<file path="src/rtl/booth_pair_multiplier.sv">
// booth_pair_multiplier: sequential signed 32x32 multiplier using radix-4
// bit-pair (modified Booth) recoding, one recoded digit per clock.
// The 64-bit product is presented on hi/lo with a start/busy/done handshake.
module booth_pair_multiplier (
    input  logic        clk,
    input  logic        clr,
    input  logic        start,
    input  logic [31:0] multiplicand,
    input  logic [31:0] multiplier,
    output logic        busy,
    output logic        done,
    output logic [31:0] hi,
    output logic [31:0] lo
);

    typedef enum logic [1:0] {
        IDLE,
        RUN,
        DONE
    } stateType;

    stateType    state;
    logic [31:0] mReg;
    logic [31:0] qReg;
    logic [63:0] acc;
    logic [3:0]  count;

    // Combinational digit recoding and partial-product formation
    logic [32:0] qExt;
    logic [4:0]  shiftAmt;
    logic [2:0]  triplet;
    logic [33:0] mExt;
    logic [33:0] pp;
    logic [63:0] ppExt;
    logic [63:0] accNext;

    // Select the current bit-pair triplet and form the weighted partial product
    always_comb begin
        qExt     = {qReg, 1'b0};          // bit 0 plays the role of Q[-1] = 0
        shiftAmt = {count, 1'b0};
        triplet  = qExt[shiftAmt +: 3];
        mExt     = {{2{mReg[31]}}, mReg};
        pp       = '0;
        case (triplet)
            3'b001, 3'b010: pp = mExt;
            3'b011:         pp = mExt << 1;
            3'b100:         pp = ~(mExt << 1) + 34'd1;
            3'b101, 3'b110: pp = ~mExt + 34'd1;
            default:        pp = '0;
        endcase
        ppExt   = {{30{pp[33]}}, pp};
        accNext = acc + (ppExt << shiftAmt);
    end

    // Control FSM, accumulator and registered handshake/result outputs
    always_ff @(posedge clk or posedge clr) begin
        if (clr) begin
            state <= IDLE;
            mReg  <= '0;
            qReg  <= '0;
            acc   <= '0;
            count <= '0;
            busy  <= 1'b0;
            done  <= 1'b0;
            hi    <= '0;
            lo    <= '0;
        end else begin
            case (state)
                IDLE, DONE: begin
                    done <= 1'b0;
                    if (start) begin
                        state <= RUN;
                        mReg  <= multiplicand;
                        qReg  <= multiplier;
                        acc   <= '0;
                        count <= '0;
                        busy  <= 1'b1;
                    end else begin
                        state <= IDLE;
                    end
                end
                RUN: begin
                    acc <= accNext;
                    if (count == 4'd15) begin
                        state <= DONE;
                        busy  <= 1'b0;
                        done  <= 1'b1;
                        hi    <= accNext[63:32];
                        lo    <= accNext[31:0];
                    end else begin
                        count <= count + 4'd1;
                    end
                end
                default: begin
                    state <= IDLE;
                    busy  <= 1'b0;
                    done  <= 1'b0;
                end
            endcase
        end
    end

endmodule
</file>
<file path="config.mk">
export PLATFORM = sky130hd
export DESIGN_NAME = booth_pair_multiplier
export DESIGN_NICKNAME = d
export VERILOG_FILES = /design/src/rtl/booth_pair_multiplier.sv
export SDC_FILE = /design/constraint.sdc
export NUM_CORES = 1
export LEC_CHECK = 0
export ABC_AREA = 0
export ABC_CLOCK_PERIOD_IN_PS = 6450
export BUFFER_PORTS_ARGS = -buffer_cell sky130_fd_sc_hd__buf_2
export CAP_MARGIN = 20
export CORE_AREA = 3 3 238 123
export DETAILED_ROUTE_END_ITERATION = 8
export DIE_AREA = 0 0 241 126
export PLACE_DENSITY = 0.84
export SLEW_MARGIN = 15
export SYNTH_ARGS = -nofsm -noshare
export SYNTH_HDL_FRONTEND = slang
export SYNTH_SLANG_ARGS = --single-unit
</file>
<file path="constraint.sdc">
create_clock -name clk -period 6.45 [get_ports clk]
set_input_delay 0.645 -clock clk [delete_from_list [all_inputs] [get_ports clk]]
set_output_delay 0.645 -clock clk [all_outputs]
set_load 0.01 [all_outputs]
</file>
Word level (Yosys, flattened, before mapping)
Cells that the tools add are included.
Word-level totals
  flip-flop bits (word level): 200
  input port bits: 67
  output and inout bits: 66
  word-level logic and storage cells: 53
Cells by class
  add/subtract/negate cells: 4
  eq/ne operators: 12
  shifts and indexed selects: 2
  mux-type cells: 14
  bitwise gates (word level): 2
  reduce and logical (&&, ||, !) cells: 10
Operators by type and width (number)
  $pmux 34 s4: 1
  $pmux 64 s2: 1
  $add 34x1->34 const B: 2
  $not 34->34: 2
  $add 64x64->64: 1
  $mux 64: 1
  $shl 64x5->64: 1
  $shiftx 33x6->3: 1
  $eq 3x3->1 const B: 3
  $mux 4: 2
  $pmux 4 s2: 1
  $reduce_and 2->1: 4
  $eq 3x2->1 const B: 2
  $ne 2x2->1 const B: 3
  $reduce_or 2->1: 3
  $mux 1: 5
  $add 4x1->4 const B: 1
  $eq 4x4->1 const B: 1
  $pmux 2 s2: 1
  $eq 3x1->1 const B: 1
  $reduce_and 3->1: 1
  $eq 2x1->1 const B: 1
  $eq 2x2->1 const B: 1
  $logic_not 2->1: 1
  other kinds (3): 3

Depth between registers and ports, before layout
  depth in word-level cells: 7
  mapped depth: 26
  gate-level depth less buffers: 23

Worst setup path before layout
OpenSTA, ideal clock, no wires.
  path kind: register to register
  start: reg mReg[0]
  end: reg hi[28]
  library setup time: 0.069 ns
  arrival: 5.659 ns
  data required time: 6.381 ns
  slack: 0.722 ns
  stages on the path, launching flop included: 25
  buffers on the path: 2
  period minus slack after synthesis: 5.728 ns
  cells stage by stage: dfrtp_1 -> inv_1 -> ha_1 -> or3b_2 -> clkbuf_1 -> nor4_1 -> and2_1 -> or4_1 -> a21oi_1 -> a211oi_1 -> mux2i_1 -> mux2_2 -> o21ai_0 -> nand2_1 -> ha_1 -> clkbuf_1 -> and4_1 -> nand2_1 -> o41ai_1 -> o211ai_1 -> a21o_1 -> a211oi_1 -> a41oi_1 -> or4b_1 -> nand3_1
Between the ends
  word-level cells in the longest chain between the ends: 5
  elaborated cells between the ends (all ways): 7
  classes of those cells: add/sub (3); shift (1); mux (1); bitwise (2)
RTL lines
  from (decl): line 23  | logic [31:0] mReg;
  from (signal assigned): line 73  | mReg <= multiplicand;
  $not 34->34, on equally long branches: line 48, 47
  $add 34x1->34, on equally long branches: line 48, 47
  $pmux 34 s4 *: line 44  | case (triplet)
  $shl 64x5->64 *: line 52  | accNext = acc + (ppExt << shiftAmt);
  $add 64x64->64 *: line 52
  to (signal assigned): line 88  | hi <= accNext[63:32];
  to (decl): line 12  | output logic [31:0] hi,
Every way passes the cells marked *; elsewhere a longest branch is shown, timed or not.
A chain may end at the register's enable or synchronous reset.

Worst setup path after layout
  start: reg count[0]
  end: reg acc[62]
Between the ends
  word-level cells in the longest chain between the ends: 7
  elaborated cells between the ends (all ways): 13
  classes of those cells: add/sub (1); eq/ne (6); shift (2); mux (2); reduce/logical (2)
RTL lines
  from (decl): line 26  | logic [3:0] count;
  from (signal assigned): line 91  | count <= count + 4'd1;
  $shiftx 33x6->3: line 41  | triplet = qExt[shiftAmt +: 3];
  $eq 3x3->1, or another cell as far along: line 44
  $reduce_or 2->1: line 44
  $pmux 34 s4: line 44
  $shl 64x5->64 *: line 52
  $add 64x64->64 *: line 52
  $pmux 64 s2 *: line 68  | case (state)
  to (signal assigned): line 83  | acc <= accNext;
  to (decl): line 25  | logic [63:0] acc;
Marks and branches as above.

==> impl_metrics.prom <==
# TYPE chip_impl_metric gauge
chip_impl_info{name="outcome",value="finished, final reports clean"} 1
chip_impl_metric{name="worst_skew_pair.late_latency",unit="ns"} 0.48
chip_impl_metric{name="final_layout_size_suffix_gt1_share",unit="%"} 27.4
chip_impl_metric{name="synth_seq_cells",unit=""} 199
chip_impl_info{name="crit_path_end_kind",value="flop"} 1
chip_impl_metric{name="cts_max_level",unit=""} 4
chip_impl_info{name="startpoint_type",value="flop"} 1
chip_impl_metric{name="die_h",unit="µm"} 126
chip_impl_metric{name="worst_slew_pin_slew",unit="ns"} 0.964
chip_impl_metric{name="pin_count_of_the_biggest_net_entering_global_routing",unit=""} 90
chip_impl_metric{name="grt_pass1_vias",unit=""} 14073
chip_impl_metric{name="floorplan.die.width",unit="µm"} 241
chip_impl_metric{name="final.min_clock_period",unit="ns"} 6.33
chip_impl_info{name="most_used_dff_post_synth",value="dfrtp_1"} 1
chip_impl_metric{name="initial_core_util",unit="%"} 55.8
chip_impl_metric{name="clock_skew",unit="ns"} 0.0168
chip_impl_metric{name="dr.pass1.iters",unit=""} 6
chip_impl_metric{name="cts.clk_slew.worst_paths",unit="ns"} 0.08
chip_impl_metric{name="num-nets-final",unit=""} 2110
chip_impl_metric{name="syn_area_per_cell",unit="µm²"} 8.69
chip_impl_metric{name="routed_wire_length_per_instance",unit="µm"} 21.6
chip_impl_metric{name="antenna_found_initial",unit=""} 0
chip_impl_metric{name="path_max_fanout",unit=""} 12
chip_impl_metric{name="cp_data_arrival_time",unit="ns"} 6.66
chip_impl_info{name="cts_tree",value="built"} 1
chip_impl_metric{name="synthArstFlopShare",unit="%"} 100
chip_impl_info{name="cell_occurring_most_often_along_the_worst_timing_path",value="buf_4"} 1
chip_impl_info{name="critical_path_class",value="flop to flop"} 1
chip_impl_metric{name="synth.net_count",unit=""} 1897
chip_impl_metric{name="route.final.wire_length",unit="µm"} 50700
chip_impl_metric{name="clock_sinks",unit=""} 199
chip_impl_metric{name="drv_cap",unit=""} 0
chip_impl_metric{name="worst-endpoint-required",unit="ns"} 6.77
chip_impl_info{name="layout_common_cells",value="nand2_1, dfrtp_1, buf_4"} 1
chip_impl_metric{name="globalRouteOverflowTotal",unit=""} 0
chip_impl_metric{name="insertedDiodeCount",unit=""} 0
chip_impl_info{name="timing.hold.worst.class",value="input port to async pin"} 1
chip_impl_metric{name="placement_rows",unit=""} 43
chip_impl_metric{name="fmax",unit="MHz"} 158
chip_impl_metric{name="count_of_pins_over_their_slew_limit",unit=""} 0
chip_impl_metric{name="register_area_share_after_synthesis",unit="%"} 32.5
chip_impl_metric{name="global_route.usage.total",unit="%"} 33.0
chip_impl_metric{name="design.die.area",unit="µm²"} 30400
chip_impl_metric{name="final.period_utilization",unit="%"} 98.2
chip_impl_metric{name="detailed_place_hpwl",unit="µm"} 37600
chip_impl_metric{name="yosysUniqueCellTypes",unit=""} 79
chip_impl_metric{name="route.detailed.vias_per_inst",unit=""} 6.51
chip_impl_metric{name="area_overhead_vs_synth",unit="%"} 20.4
chip_impl_metric{name="netlist_instances",unit=""} 1764
chip_impl_metric{name="clock_tree.buffer_depth",unit=""} 2
chip_impl_metric{name="port-buffer-count",unit=""} 132
chip_impl_metric{name="max_stage_delay",unit="ns"} 0.55
chip_impl_metric{name="global_route_wire_length_before_repair",unit="µm"} 78900
chip_impl_info{name="layout.cells.most_common",value="nand2_1"} 1
chip_impl_metric{name="netlist_area",unit="µm²"} 15300
chip_impl_metric{name="yosys_warnings",unit=""} 0
chip_impl_info{name="cts.root.buffer_cell",value="clkbuf_16"} 1
chip_impl_metric{name="synth-edff-count",unit=""} 0
chip_impl_info{name="grt_setup_unrepaired",value="yes"} 1
chip_impl_metric{name="numCtsBuffers",unit=""} 17
chip_impl_metric{name="route.antenna.remaining_nets",unit=""} 0
chip_impl_info{name="critical-path-slowest-cell",value="mux4_2"} 1
chip_impl_metric{name="drtIter0Drc",unit=""} 1866
chip_impl_metric{name="globalplace.congestion",unit=""} 0.981
chip_impl_metric{name="final.hold.worst_slack",unit="ns"} 0.269
chip_impl_metric{name="hold_viol",unit=""} 0
chip_impl_metric{name="report.final.setup_viol",unit=""} 0
chip_impl_metric{name="timing.max_slew.rel_slack",unit="%"} 35.8
chip_impl_metric{name="detail_route.drc_violations",unit=""} 0
chip_impl_metric{name="core_area",unit="µm²"} 27400
chip_impl_metric{name="ios",unit=""} 133
chip_impl_metric{name="num_vias",unit=""} 15290
==> repair_timing <==
action | 4_1_cts | 5_1_grt
resized for setup | 7 | 67
buffers inserted | 0 | 9
endpoints found under the setup margin | 25 | 48
hold buffers | 0 | 0
pin swaps | 0 | 11
cloned | 0 | 1
==> through the flow <==
stage	instance area, µm²	setup slack (ns)	utilization (%)	TNS (ns)	std cells
after CTS	18000	0.0287	65.7	0	2339
after detailed placement	17400	-0.199	63.3	-1.60	2307
final	18400	0.118	67.2	0	2350
after global routing	18400	-0.161	67.2	-1.05	2350
after floorplan	15300	0.379	-	0	1764
after global placement	17400	-0.295	63.3	-1.48	2307
==> sequential cells by signal (all words and copies together), names as in the netlist, 4 cells and up <==
register / cells
mReg: 32
hi: 32
acc: 64
qReg: 32
lo: 32
count: 4
==> critical path: cells and delay by family (launching register included) <==
| kind | cells | cell delay, ns |
|---|---|---|
| multiplexers | 3 | 1.34 |
| buffers and inverters | 6 | 1.05 |
| adder cells (fa/ha/maj) | 1 | 0.33 |
| AO/OA/AOI/OAI | 13 | 2.76 |
| flip-flops | 1 | 0.43 |
| AND/OR/NAND/NOR | 3 | 0.26 |
==> Yosys cell counts, drive strengths merged (25+ instances only) <==
master,n,area [µm²]
a211oi,29,233
a21o,59,443
a21oi,92,464
a221oi,25,280
a22o,62,543
buf,31,173
clkbuf,95,357
dfrtp,199,4980
ha,65,813
inv,30,113
mux2,86,972
mux2i,36,360
nand2,265,995
nand3,32,160
nor2,112,420
nor3,57,285
o21ai,104,521
xnor2,46,403
xor2,36,315
==> path summary, 6_finish.rpt <==
path	start	to	slack, ns	cells after the start
max	count[0]$_DFFE_PP0P_	acc[62]$_DFFE_PP0P_	0.12	26
min	clr	qReg[30]$_DFFE_PP0P_	0.27	2
max reg2reg	count[0]$_DFFE_PP0P_	acc[62]$_DFFE_PP0P_	0.12	26
min reg2reg	lo[27]$_DFFE_PP0P_	lo[27]$_DFFE_PP0P_	0.47	2
max in group asynchronous	clr	acc[35]$_DFFE_PP0P_	5.01	3
min in group clk	multiplicand[0]	mReg[0]$_DFFE_PP0P_	0.39	3
==> routing by layer <==
metal	global-route usage (%)	vias up	part of all wire (%)
met5	0	-	0
met4	9.86	0	2.7
met3	6.21	117	9.3
met2	49.3	786	44
met1	48.7	7406	44
li1	-	6981	-
==> logic make-up after synthesis <==
family	synth area share, %
flip-flops	32.5
adder cells (fa/ha/maj)	5.44
multiplexers	10.9
buffers and inverters	4.19
AO/OA/AOI/OAI	24.2
XOR/XNOR	4.69
AND/OR/NAND/NOR	18.1
==> cell type report <==
cell class | instances | area [µm²]
Tap cell | 360 | 450
Multi-Input combinational cell | 1409 | 10100
Fill cell | 2229 | 8990
Clock inverter | 13 | 160
Timing Repair Buffer | 320 | 2190
Sequential cell | 199 | 4980
Clock buffer | 19 | 443
Inverter | 30 | 123
Power is not shown: default switching activity piles up to over one toggle a cycle in this logic, so the estimate is an artifact.
